[config.mk]
export PLATFORM = sky130hd
export DESIGN_NAME = seq_gen_lr
export DESIGN_NICKNAME = d
export VERILOG_FILES = /design/src/rtl/seq_gen_lr.sv
export SDC_FILE = /design/constraint.sdc
export NUM_CORES = 1
export LEC_CHECK = 0
export ABC_AREA = 1
export BUFFER_PORTS_ARGS = -buffer_cell sky130_fd_sc_hd__buf_2
export CORE_MARGIN = 5
export CORE_UTILIZATION = 50
export CTS_CLUSTER_SIZE = 20
export DETAILED_ROUTE_END_ITERATION = 10
export PLACE_DENSITY_LB_ADDON = 0.3
export SYNTH_ARGS = -nofsm -noshare
export SYNTH_HDL_FRONTEND = slang
export SYNTH_SLANG_ARGS = --single-unit
[constraint.sdc]
create_clock -name clk -period 4.8 [get_ports clk]
set_clock_uncertainty 0.15 [all_clocks]
set_input_delay 0 -clock clk [delete_from_list [all_inputs] [get_ports clk]]
set_output_delay 0 -clock clk [all_outputs]
set_load 0.005 [all_outputs]
[src/rtl/seq_gen_lr.sv]
// seq_gen_lr: programmable linear-recurrence source; emits h[0] and shifts in a tap-selected sum.
// Latency: first element is presented the cycle after start_i, then one element per accepted handshake.
// Backpressure: h, count_o and out_data_o hold while out_valid_o=1 and out_ready_i=0; no output depends combinationally on out_ready_i.
module seq_gen_lr #(
  parameter int WIDTH = 32,
  parameter int DEPTH = 3,
  parameter int CNT_W = 16,
  parameter int SAT   = 0
) (
  input  logic                   clk,
  input  logic                   reset,
  input  logic                   start_i,
  input  logic [DEPTH*WIDTH-1:0] seed_i,
  input  logic [DEPTH-1:0]       taps_i,
  input  logic [CNT_W-1:0]       len_i,
  output logic                   out_valid_o,
  input  logic                   out_ready_i,
  output logic [WIDTH-1:0]       out_data_o,
  output logic [CNT_W-1:0]       count_o,
  output logic                   busy_o,
  output logic                   done_o,
  output logic                   ovf_o
);

  // Sum is wide enough that adding all DEPTH elements can never lose a carry.
  localparam int SUM_W = WIDTH + $clog2(DEPTH);

  typedef enum logic [1:0] {
    IDLE = 2'd0,
    RUN  = 2'd1,
    DONE = 2'd2
  } state_t;

  state_t           state;
  logic [WIDTH-1:0] h [DEPTH];   // h[0] oldest (presented), h[DEPTH-1] newest
  logic [DEPTH-1:0] taps_q;
  logic [CNT_W-1:0] len_q;
  logic [CNT_W-1:0] count_q;
  logic             valid_q;
  logic             busy_q;
  logic             done_q;
  logic             ovf_q;

  logic [SUM_W-1:0] sum_full;
  logic             sum_ovf;
  logic [WIDTH-1:0] next_val;
  logic             xfer;
  logic [CNT_W-1:0] count_inc;
  logic             last_xfer;

  // Tap-selected sum of the current history at full precision.
  always_comb begin
    sum_full = '0;
    for (int k = 0; k < DEPTH; k++) begin
      if (taps_q[k]) begin
        sum_full = sum_full + SUM_W'(h[k]);
      end
    end
  end

  assign sum_ovf   = |sum_full[SUM_W-1:WIDTH];
  assign next_val  = ((SAT != 0) && sum_ovf) ? '1 : sum_full[WIDTH-1:0];
  assign xfer      = (state == RUN) && out_ready_i;
  assign count_inc = count_q + CNT_W'(1);
  // len of zero means free-running: the run only ends on start_i or reset.
  assign last_xfer = (len_q != '0) && (count_inc == len_q);

  // FSM, history shift register and registered status outputs; start_i outranks a same-cycle handshake.
  always_ff @(posedge clk or posedge reset) begin
    if (reset) begin
      state   <= IDLE;
      valid_q <= 1'b0;
      busy_q  <= 1'b0;
      done_q  <= 1'b0;
      ovf_q   <= 1'b0;
      count_q <= '0;
      taps_q  <= '0;
      len_q   <= '0;
      for (int k = 0; k < DEPTH; k++) begin
        h[k] <= '0;
      end
    end else if (start_i) begin
      state   <= RUN;
      valid_q <= 1'b1;
      busy_q  <= 1'b1;
      done_q  <= 1'b0;
      ovf_q   <= 1'b0;
      count_q <= '0;
      taps_q  <= taps_i;
      len_q   <= len_i;
      for (int k = 0; k < DEPTH; k++) begin
        h[k] <= seed_i[k*WIDTH +: WIDTH];
      end
    end else if (xfer) begin
      for (int k = 0; k < DEPTH-1; k++) begin
        h[k] <= h[k+1];
      end
      h[DEPTH-1] <= next_val;
      count_q    <= count_inc;
      if (sum_ovf) begin
        ovf_q <= 1'b1;
      end
      if (last_xfer) begin
        state   <= DONE;
        valid_q <= 1'b0;
        busy_q  <= 1'b0;
        done_q  <= 1'b1;
      end
    end
  end

  assign out_valid_o = valid_q;
  assign out_data_o  = h[0];
  assign count_o     = count_q;
  assign busy_o      = busy_q;
  assign done_o      = done_q;
  assign ovf_o       = ovf_q;

endmodule

* Word level (Yosys, flattened, before mapping) *
Index checks and enable logic that the tools add are counted.
Widths: inputs -> output; s select.

word-level totals
  register bits after elaboration = 136
  logic and storage cells = 43

operators by class
  add/subtract/negate cells = 3
  equality and inequality tests = 2
  multiplexer cells = 19
  reductions and logical operators = 9

operator list
  operator               count
  $mux 96                2
  $add 34x32->34         2
  $mux 34                2
  $mux 16                2
  $mux 32                1
  $add 16x1->16 const B  1
  $eq 16x16->1           1
  $reduce_bool 16->1     1
  $mux 1                 9
  $mux 2                 3
  $reduce_bool 2->1      3
  $reduce_and 2->1       2
  $eq 2x1->1 const B     1
  $logic_and 1x1->1      2
  $reduce_or 2->1        1

* Logic depth before layout (Yosys ltp) *
Gate-level depths: netlist of run 1.

  depth in word-level cells = 9
  mapped depth = 36

* Least setup slack after synthesis of run 1 *
No wires, ideal clock.

  path kind = flip-flop to flip-flop
  start point = register taps_q[0]
  end point = register h[22] (netlist name)
  setup time = 0.067 ns
  data arrival time = 3.872 ns
  path slack = 0.712 ns
  stages on the path, launching flop included = 28
  period minus slack after synthesis = 4.088 ns
  cell sequence = dfrtp_1 -> buf_6 -> buf_2 -> buf_1 -> nand2_1 -> inv_1 -> ha_1 -> nand2_1 -> inv_1 -> a21oi_1 -> a21boi_0 -> nand2_2 -> xor2_1 -> nand2_1 -> nand2_1 -> ha_1 -> nand2_1 -> inv_1 -> a21boi_0 -> nor2_1 -> nor2_1 -> o211ai_1 -> or2_2 -> nand3_1 -> nand2_1 -> inv_1 -> nand2_1 -> nand2_1

on the way
  word-level cells in the longest chain between the ends = 7

RTL lines
  item                            line  RTL
  start: declaration              36    logic [DEPTH-1:0] taps_q;
  start signal: assignment        89    taps_q <= taps_i;
  $mux 32 (*)                     55    if (taps_q[k]) begin
  $add 34x32->34                  56    sum_full = sum_full + SUM_W'(h[k]);
  $mux 34 (*)                     55
  $add 34x32->34                  56
  $mux 34 (*)                     55
  $mux 96 (*)                     94    end else if (xfer) begin
  $mux 96 (*)                     82    end else if (start_i) begin
  end signal: indexed assignment  92    h[k] <= seed_i[k*WIDTH +: WIDTH];
  end signal: indexed assignment  96    h[k] <= h[k+1];
  end signal: indexed assignment  98    h[DEPTH-1] <= next_val;
  end: declaration                35    logic [WIDTH-1:0] h [DEPTH];

Mark *: on every way between the ends. The rest lies on a longest branch, timed or not. The select of a mux whose other input is x is not followed.
A chain may end at the register's enable or synchronous reset.

* Worst setup path after layout of run 1 *
Ends and elaborated chain as after synthesis.

==> run metrics, run 1 <==
initial antenna violation count=2; worst r2r src=taps_q[0]$_DFFE_PP0P_; Post-Synth XOR/XNOR Area=0.02184; Crit. End Element=flip-flop; Crit. Startpoint=taps_q[0]$_DFFE_PP0P_; Unique masters post-synth=46; combinational fraction of design power=0.404; placed wire-length estimate=32380 um; Die Width=162.5 um; largest net degree at the start of global routing=92; Worst Setup Path Type=reg -> reg; simple-gate share of the synthesized area=0.3248; Worst Path Max Fanout=27; Synthesized Nets=between 1.5k and 2k; final core occ=0.6381; total chip power=4554 uW; met1 GRT Util=0.4516; register area share after synthesis=0.2884; Hold Crit Class=in -> reg; CTS tree=yes; Syn Inst Count=1795; multiplexer share of the synthesized area=0; Initial Utilization=0.5105; ANT nets after route=0; Die Ht=162.5 um; hold_sp=out_ready_i; Worst R2R Setup Slack=0.38 ns; status=completed; met3 Resource Use GR=0.06935; share of layout cells above drive strength 1=0.1307; period utilization=0.9199; post-route insts no fill=2380; Clock Latency Late Sink=0.43 ns; post-route minimum period=4.415 ns; Placed Cells=2204; syn_area_per_cell=6.478 um2; drt pass-1 iters=6; Synth Area in Adders=0.06629; post-route DRC violation count=0; wire length per cell=between 15 and 20 um; CP startpoint kind=flip-flop; Final #Nets=2233; internal power=around 2700 uW; power density over cell area=313.3 nW/um2; sequential power share=0.304; Max Freq=0.2265 GHz; reported max-cap violation count=0; Reg area=around 3400 um2; grt met2 use=0.5402; Fin. Hold Viols=0; leakage power=between 0.007 and 0.008 uW; clock-pin slew on the worst setup and hold paths=0.07 ns; clock network power share=0.292; Resize count post-CTS=0; GR peak layer=met2; row count=55; Mapped Area=11630 um2; FF+latch count, synth=134; final WL=44080 um; vias in the first global route=12.94k; Switching Share=0.4160; total negative slack=0 ns; Port-buffer cells=170; core box area=22780 um2; area of the multi-input gates=6835 um2; max_slew headroom=0.1696; Slew @ Worst Pin=1.244 ns; GRT Total Usage=0.3333; Area growth syn-to-layout=25.00%; Fillers=about 2k; largest family of logic cells by synthesized area=simple AND/OR/NAND/NOR gates; 1st-iter DRT viols=1293; Synth warnings=0; Ports=171; Finish-stage setup viols=0; CP arrival=4.63 ns; Net Sw Power=1894 uW; Compound-Gate Fraction of Synth Area=0.1741; Post CTS Setup Buffer Count=0; die area=26400 um2; clock sinks=134; first-pass GRT wire length=69580 um; vias=13.17k; unrepaired setup endpoints after global routing=false; Avg Vias per Cell=about 5.5; RD Place Congestion=0.9534; Final Slew Violations=0; worst vdd ir=approximately 0.23 mV; Max Root-Sink Buffers=2; CTS Root Buffer Type=clkbuf_16; Worst EP required=5.01 ns; CTS HTree Levels=4; gr ovfl total=0; clock buffer count from CTS=17
[critical path, cell delays in order, from the launching register on]
cell and delay, ns:
dfrtp_1 0.41, buf_12 0.19, nand2_1 0.10, inv_1 0.05, ha_1 0.40, nand2_1 0.13
nor2_1 0.32, nand3_2 0.13, nand2_2 0.16, nand2_1 0.09, nand2_1 0.06, nand2_1 0.04
nand3_1 0.19, nand2_1 0.09, ha_1 0.36, a21oi_1 0.27, o21ai_0 0.20, nor2_1 0.19
o211ai_1 0.15, or2_2 0.30, nand3_1 0.07, nand2_1 0.09, inv_1 0.09, nand2_1 0.06
nand2_1 0.05
[path summary, 6_finish.rpt]
check,to,depth (start not counted)
min,h[61]$_DFFE_PP0P_,4
max reg2reg,h[22]$_DFFE_PP0P_,24
min in group asynchronous,count_o[13]$_DFFE_PP0P_,3
max in group asynchronous,h[11]$_DFFE_PP0P_,4
min reg2reg,ovf_o$_DFFE_PP0P_,2
max,h[22]$_DFFE_PP0P_,24
[logic make-up after synthesis]
group                    after synthesis
buffers and inverters                347
XOR/XNOR                              29
adder cells (fa/ha/maj)               61
flip-flops                           134
AO/OA/AOI/OAI                        333
AND/OR/NAND/NOR                      891
[cells in the final DEF (no fill, tap or decap), drive strengths merged]
cell type    netlist  final
diode              0      1
ha                60     60
buf               50    182
o22ai             16     16
o21bai            16     16
a21oi             92     92
nor2             135    135
a211oi             2      2
clkbuf            36     18
dfrtp            134    134
nor4               4      4
nand3b             5      5
nor3              23     23
o21ai            104    104
o221ai             6      6
and2               8      8
o31ai              1      1
a22oi             28     28
inv              259    267
o21a               2      2
fa                 1      1
dlygate4sd3        0    143
clkinvlp           0      5
clkinv             2      2
xor2              27     27
xnor2              2      2
or2                5      5
o211ai            55     55
a21boi             5      5
nand3            129    129
a31oi              2      2
bufinv             0      1
a21o               4      4
nand4             14     14
nand2            568    568
[area by class of cell]
class	count	area share
multi-input cells	1314	0.4703
clock inverters	14	0.009642
flip-flops and latches	134	0.2307
clock buffers	18	0.03022
repair buffers	325	0.1643
diodes	1	0.0001722
well taps	313	0.02695
inverters	261	0.06775
[registers in the layout, summed over array words and instances, names as in the netlist]
name	cells
out_data_o	32
count_o	16
h	64
done_o	1
state	1
ovf_o	1
taps_q	3
len_q	16
[repair_timing]
action,CTS,global route
hold buffers,143,0
endpoints found under the setup margin,0,0
hold endpoints to repair,205,0
[cells in the mapped netlist, drive strengths merged]
| master | n | area, um2 |
|---|---|---|
| a211oi | 2 | 15.01 |
| ha | 60 | 750.7 |
| o21ai | 104 | 535.5 |
| nor3 | 23 | 120.1 |
| or2 | 5 | 31.28 |
| fa | 1 | 20.02 |
| dfrtp | 134 | 3353 |
| a21o | 4 | 30.03 |
| buf | 50 | 334.1 |
| nand3b | 5 | 37.54 |
| nand4 | 14 | 87.58 |
| a21oi | 92 | 475.5 |
| o21a | 2 | 15.01 |
| o21bai | 16 | 120.1 |
| o221ai | 6 | 52.55 |
| o211ai | 55 | 412.9 |
| nor2 | 135 | 531.8 |
| o31ai | 1 | 7.510 |
| a31oi | 2 | 12.51 |
| and2 | 8 | 50.05 |
| clkinv | 2 | 7.510 |
| nor4 | 4 | 25.02 |
| nand2 | 568 | 2205 |
| a21boi | 5 | 37.54 |
| xnor2 | 2 | 17.52 |
| inv | 259 | 972.2 |
| nand3 | 129 | 688.2 |
| clkbuf | 36 | 135.1 |
| o22ai | 16 | 100.1 |
| xor2 | 27 | 236.5 |
| a22oi | 28 | 210.2 |
[power by group through the flow]
stage / Sequential [uW] / Combinational [uW] / Clock, uW
floorplan: 1350 / 1250 / 0
global placement: 1390 / 1680 / 0
detailed placement: 1400 / 1690 / 0
CTS: 1380 / 1790 / 1350
global route: 1390 / 2040 / 1400
finish: 1380 / 1840 / 1330
[through the flow]
| step | cell area [um2] | hold WS (ns) | worst slack (ns) |
|---|---|---|---|
| detailed placement | 12520 | 0.06412 | 0.4659 |
| floorplan | 11630 | -0.03325 | 0.7116 |
| global placement | 12520 | 0.05450 | 0.4294 |
| global route | 14530 | 0.1661 | 0.08543 |
| CTS | 14530 | 0.1422 | 0.4669 |
| finish | 14530 | 0.1489 | 0.3846 |
[per-layer routing]
layer  share of wire  vias up
li1                -     6333
met4           0.029        2
met5         0.00016        -
met3           0.084      114
met2            0.46      623
met1            0.43     6097
(Power assumes the default switching activity.)
==> run 2: changes to the inputs <==
--- a/config.mk
+++ b/config.mk
@@ -5,9 +5,8 @@
 export SDC_FILE = /design/constraint.sdc
 export NUM_CORES = 1
 export LEC_CHECK = 0
-export ABC_AREA = 1
 export BUFFER_PORTS_ARGS = -buffer_cell sky130_fd_sc_hd__buf_2
-export CORE_MARGIN = 5
+export CORE_MARGIN = 3
 export CORE_UTILIZATION = 50
 export CTS_CLUSTER_SIZE = 20
 export DETAILED_ROUTE_END_ITERATION = 10
==> run metrics, run 2 <==
syn_area_per_cell=8.311 um2; vias in the first global route=approximately 12k; Final Slew Violations=0; clock-pin slew on the worst setup and hold paths=0.07 ns; largest net degree at the start of global routing=~120; status=finished, violations left; leakage power=0.007566 uW; Max Root-Sink Buffers=2; GRT Total Usage=0.3097; top cells by count, synth=nand2_1 (191), o21ai_0 (140), dfrtp_1 (134); die area=24880 um2; Port-buffer cells=170; drt pass-1 iters=7; most frequent cells in the layout=buf_4 (185), nand2_1 (183), buf_2 (169), dlygate4sd3_1 (138), dfrtp_1 (131); total chip power=5581 uW; Avg Vias per Cell=5.998; post-synth top area cell=dfrtp_1; Worst Path Max Fanout=6; post-route DRC violation count=0; Die Ht=between 150 and 200 um; crit path buf inv count=5; Synth warnings=0; Worst EP required=around 5.0 ns; Crit. End Element=flip-flop; vias=~12k; share of layout cells above drive strength 1=0.3157; Initial Utilization=0.5178; reported max-cap violation count=0; max_slew headroom=0.3314; Area contributors post-synth=dfrtp_1 (29%), mux2i_1 (6.7%), ha_1 (6.5%); clock buffer count from CTS=17; power density over cell area=approximately 340 nW/um2; 1st-iter DRT viols=between 1k and 1.5k; CTS tree=yes; first-pass GRT wire length=between 60000 and 70000 um; CTS Root Buffer Type=clkbuf_16; Area growth syn-to-layout=42.90%; Die Width=157.7 um; commonest non-fill, non-tap cell in the layout=buf_4; period utilization=1.065; Synth async-reset ratio=1.000; final worst setup slack=-0.3141 ns; clock sinks=134; Hold Crit Class=in -> reg; CP arrival=5.29 ns; wire length per cell=19.43 um; largest stage delay on the critical path=0.47 ns; Mapped Area=11510 um2; largest register by flop count=h; initial antenna violation count=0; Unique masters post-synth=91; ys flop type=dfrtp_1; failing checks=negative hold slack, negative setup slack; Crit-path slowest cell=dfrtp_2; core box area=between 20000 and 25000 um2; worst vdd ir=0.2311 mV; Clock Latency Late Sink=0.44 ns; RD Place Congestion=roughly 0.99; ANT nets after route=0; register area share after synthesis=0.2913; row count=54; Post-synth EDFFs=0; post-route insts no fill=around 2.1k; CP top delay family=compound AO/OA/AOI/OAI gates; max reg flops=64; CTS HTree Levels=4; CP startpoint kind=flip-flop; Synthesized Nets=1565; Worst Setup Path Type=reg -> reg; placed wire-length estimate=25830 um; Fin. Hold Viols=9; FF+latch count, synth=134; Finish-stage setup viols=15; Syn Inst Count=roughly 1.4k; Synth top area share=0.2913; top-count cell post-synth=nand2_1; final core occ=0.7400; final WL=a little over 40000 um; gr ovfl total=0; Ports=171; unrepaired setup endpoints after global routing=true; n_diodes=0; hold_ws=-0.03714 ns; Placed Cells=about 1.9k; Slew @ Worst Pin=1.003 ns; post-route minimum period=5.114 ns; Max Freq=0.1955 GHz; Final #Nets=slightly below 2k
-- run 2: cell types whose count changed in the layout (fill, tap and decap cells not counted), sizes merged, moves of 45 or more --
cell / delta
nand2: -377
inv: -232
buf: +182
nand3: -90
mux2i: +77
nor2: -63
xnor2: +45
-- run 2: what timing repair did --
| action | 4_1_cts | 5_1_grt |
|---|---|---|
| endpoints found under the setup margin | 15 | 21 |
| endpoints found under the hold margin | 197 | 0 |
| buffers inserted | 9 | 19 |
| gates resized for setup | 68 | 80 |
| pin swaps | 42 | 65 |
| cloned | 0 | 1 |
| hold buffers | 138 | 0 |
-- run 2: stage by stage --
step	setup TNS (ns)	setup WS [ns]	area, um2
2_1_floorplan	-1.831	-0.3867	11710
3_3_place_gp	-0.9696	-0.1918	13510
3_5_place_dp	-1.660	-0.3074	13510
4_1_cts	-0.8384	-0.2447	15890
5_1_grt	-4.736	-0.3752	16450
6_report	-1.730	-0.3141	16450
-- run 2: routing by layer --
| layer | vias to the layer above | global-route usage | routed length [um] |
|---|---|---|---|
| li1 | 5795 | - | - |
| met5 | - | 0 | 0 |
| met4 | 0 | 0.09463 | 1353 |
| met2 | 561 | 0.5203 | 19200 |
| met3 | 107 | 0.05604 | 2989 |
| met1 | 6006 | 0.4078 | 16840 |
-- run 2: final timing paths --
path / slack (ns) / cells past startpoint / start / to
setup / recovery: -0.31 / 25 / taps_q[0]$_DFFE_PP0P_ / ovf_o$_DFFE_PP0P_
hold / removal: -0.04 / 3 / start_i / h[3]$_DFFE_PP0P_
setup reg to reg: -0.31 / 25 / taps_q[0]$_DFFE_PP0P_ / ovf_o$_DFFE_PP0P_
hold reg to reg: 0.41 / 1 / done_o$_DFFE_PP0P_ / done_o$_DFFE_PP0P_
max in group asynchronous: 3.24 / 4 / reset / h[54]$_DFFE_PP0P_
min in group asynchronous: 0.08 / 3 / reset / taps_q[0]$_DFFE_PP0P_
-- run 2: cell type report --
class                      instances  area (um2)
timing repair buffer             503        3766
clock inverter                    14       153.9
tap                              280       350.3
sequential                       134        3357
clock buffer                      18       439.2
inverter                          25       98.84
fill                            1535        5779
multi-input combinational       1105        8284
-- run 2: worst min-delay path, delay by kind of cell --
kind | cells | cell delay, ns
simple gates | 1 | 0.15
buf+inv | 1 | 0.28
compound gates | 1 | 0.06
-- run 2: cell families (layout without fill, tap and decap cells) --
family / count (synthesis) / count (layout) / share of synthesized area
multiplexers: 100 / 100 / 0.08946
AND/OR/NAND/NOR: 461 / 461 / 0.1952
buffers and inverters: 146 / 560 / 0.06435
flip-flops: 134 / 134 / 0.2913
AO/OA/AOI/OAI: 397 / 397 / 0.2273
adder cells (fa/ha/maj): 61 / 61 / 0.06696
XOR/XNOR: 86 / 86 / 0.06543
-- run 2: report_power, final --
group | internal (uW) | switching, uW | leakage, uW | total [uW]
combinational | 1370 | 1410 | 0.00565 | 2770
clock | 754 | 624 | 0.000288 | 1380
sequential | 1250 | 176 | 0.00163 | 1430
total | 3370 | 2210 | 0.00757 | 5580
==> run 3: changes to the inputs <==
--- a/config.mk
+++ b/config.mk
@@ -11,6 +11,7 @@
 export CTS_CLUSTER_SIZE = 20
 export DETAILED_ROUTE_END_ITERATION = 10
 export PLACE_DENSITY_LB_ADDON = 0.3
+export RECOVER_POWER = 100
 export SYNTH_ARGS = -nofsm -noshare
 export SYNTH_HDL_FRONTEND = slang
 export SYNTH_SLANG_ARGS = --single-unit
==> run metrics, run 3 (synthesis gave the netlist of run 2 again) <==
max reg flops=64; failing checks=negative hold slack, max-capacitance violations, max-slew violations, negative setup slack; sequential power share=0.257; RD Place Congestion=approximately 1; Initial Utilization=0.5178; Avg Vias per Cell=6.018; worst r2r src=taps_q[0]$_DFFE_PP0P_; unrepaired setup endpoints after global routing=true; initial antenna violation count=0; hold_ws=-0.04142 ns; core box area=approximately 22000 um2; Placed Cells=1881; Slew @ Worst Pin=3.181 ns; worst vdd ir=0.2325 mV; clock network power share=0.247; Max Root-Sink Buffers=2; Crit. Startpoint=taps_q[0]$_DFFE_PP0P_; CP top delay family=compound AO/OA/AOI/OAI gates; 1st-iter DRT viols=976; row count=54; Crit-path slowest cell=dfrtp_2; CTS HTree Levels=4; Die Ht=157.7 um; first-pass GRT wire length=61880 um; wire length per cell=19.44 um; CP arrival=5.27 ns; largest net degree at the start of global routing=123; largest stage delay on the critical path=0.48 ns; power density over cell area=340.1 nW/um2; die area=24880 um2; Crit. End Element=flip-flop; CP startpoint kind=flip-flop; Worst EP required=4.98 ns; status=finished, violations left; share of layout cells above drive strength 1=0.2957; reported max-cap violation count=1; post-route insts no fill=between 2k and 2.5k; placed wire-length estimate=between 20000 and 30000 um; hold_sp=start_i; post-placement cell area=approximately 14000 um2; commonest non-fill, non-tap cell in the layout=nand2_1; post-route DRC violation count=0; Net Sw Power=2208 uW; clock-pin slew on the worst setup and hold paths=0.08 ns; final WL=40420 um; vias=12.51k; Finish-stage setup viols=16; max_slew headroom=-1.120; leakage power=roughly 0.0074 uW; vias in the first global route=12.16k; most frequent cells in the layout=nand2_1 (183), buf_4 (178), buf_2 (140), dlygate4sd3_1 (138), dfrtp_1 (131); final worst setup slack=-0.2938 ns; period utilization=1.061; Clock Latency Late Sink=0.45 ns; Final Slew Violations=84; Fillers=1564; crit path buf inv count=5; clock buffer count from CTS=17; clock sinks=134; Worst Path Max Fanout=6; internal power=~3400 uW; drt pass-1 iters=7; Switching Share=0.3962; Hold Crit Class=in -> reg; fin area=16390 um2; CTS Root Buffer Type=clkbuf_16; total negative slack=-1.753 ns; Area growth syn-to-layout=42.35%; Ports=about 170; n_diodes=0; gr ovfl total=0; combinational fraction of design power=0.496; Max Freq=0.1963 GHz; GRT Total Usage=0.3097; CTS tree=yes; Fin. Hold Viols=9; Final #Nets=~2k; post-route minimum period=5.094 ns; Die Width=between 150 and 200 um; Port-buffer cells=170; Worst Setup Path Type=reg -> reg; largest register by flop count=h; ANT nets after route=0
## run 3: changes by cell type in the layout (fill, tap and decap cells not counted)
cell | previous run | this run
inv_1 | 21 | 22
buf_4 | 185 | 178
clkbuf_1 | 0 | 34
inv_6 | 6 | 5
buf_2 | 169 | 140
buf_1 | 0 | 1
clkbuf_4 | 0 | 1
## run 3: final timing paths
path	endpoint	cells past startpoint	slack (ns)
worst max-delay path	ovf_o$_DFFE_PP0P_	25	-0.29
worst min-delay path	h[3]$_DFFE_PP0P_	3	-0.04
worst max register to register	ovf_o$_DFFE_PP0P_	25	-0.29
worst min register to register	done_o$_DFFE_PP0P_	1	0.41
max in group asynchronous	taps_q[1]$_DFFE_PP0P_	3	1.34
min in group asynchronous	taps_q[0]$_DFFE_PP0P_	3	1.09
## run 3: worst register-to-register path: stages, from the launching register on
cell	delay [ns]
dfrtp_2	0.48
buf_4	0.17
nand2_2	0.08
inv_2	0.05
ha_4	0.16
ha_4	0.17
a21oi_4	0.14
nor4_2	0.08
o41ai_4	0.46
buf_4	0.23
buf_6	0.10
o221ai_2	0.10
xor2_1	0.14
nand2_1	0.11
xor2_2	0.23
ha_4	0.18
nor3_1	0.22
o21ai_0	0.17
o211ai_1	0.15
buf_4	0.18
a21oi_2	0.09
or2_4	0.27
a211o_1	0.28
a21oi_2	0.18
nand4bb_1	0.13
a32o_1	0.28
## run 3: power groups by stage
stage                     logic (uW)  registers, uW  clock network, uW
after detailed placement        2210           1430                  0
final                           2760           1430               1380
after CTS                       2460           1420               1380
after global placement          2160           1430                  0
after floorplan                 1530           1360                  0
after global routing            2970           1450               1430
## run 3: cell type report
class,count,area (um2),area share
clock buffer,18,439.2,0.02680
clock inverter,14,153.9,0.009392
inverter,25,93.84,0.005727
multi-input combinational,1105,8284,0.5056
sequential,134,3357,0.2049
tap,280,350.3,0.02138
timing repair buffer,503,3707,0.2263
## run 3: per-layer routing
metal	GRT usage	routed length [um]
met5	0	0
met4	0.09463	1230
met3	0.05604	2765
met2	0.5203	19380
met1	0.4078	17050
## run 3: timing repair
item,4_1_cts,5_1_grt
hold buffers,138,0
gates cloned,0,1
setup endpoints to repair,15,21
hold endpoints to repair,197,0
gates resized for setup,68,80
pin swaps,42,65
buffers inserted,9,19
## run 3: per-stage QoR
| step | power [uW] | utilization | setup slack [ns] |
|---|---|---|---|
| final | 5572 | 0.7371 | -0.2938 |
| after global routing | 5853 | 0.7371 | -0.3752 |
| after CTS | 5253 | 0.7148 | -0.2447 |
| after detailed placement | 3641 | 0.6080 | -0.3074 |
| after global placement | 3592 | 0.6080 | -0.1918 |
| after floorplan | 2885 | - | -0.3867 |
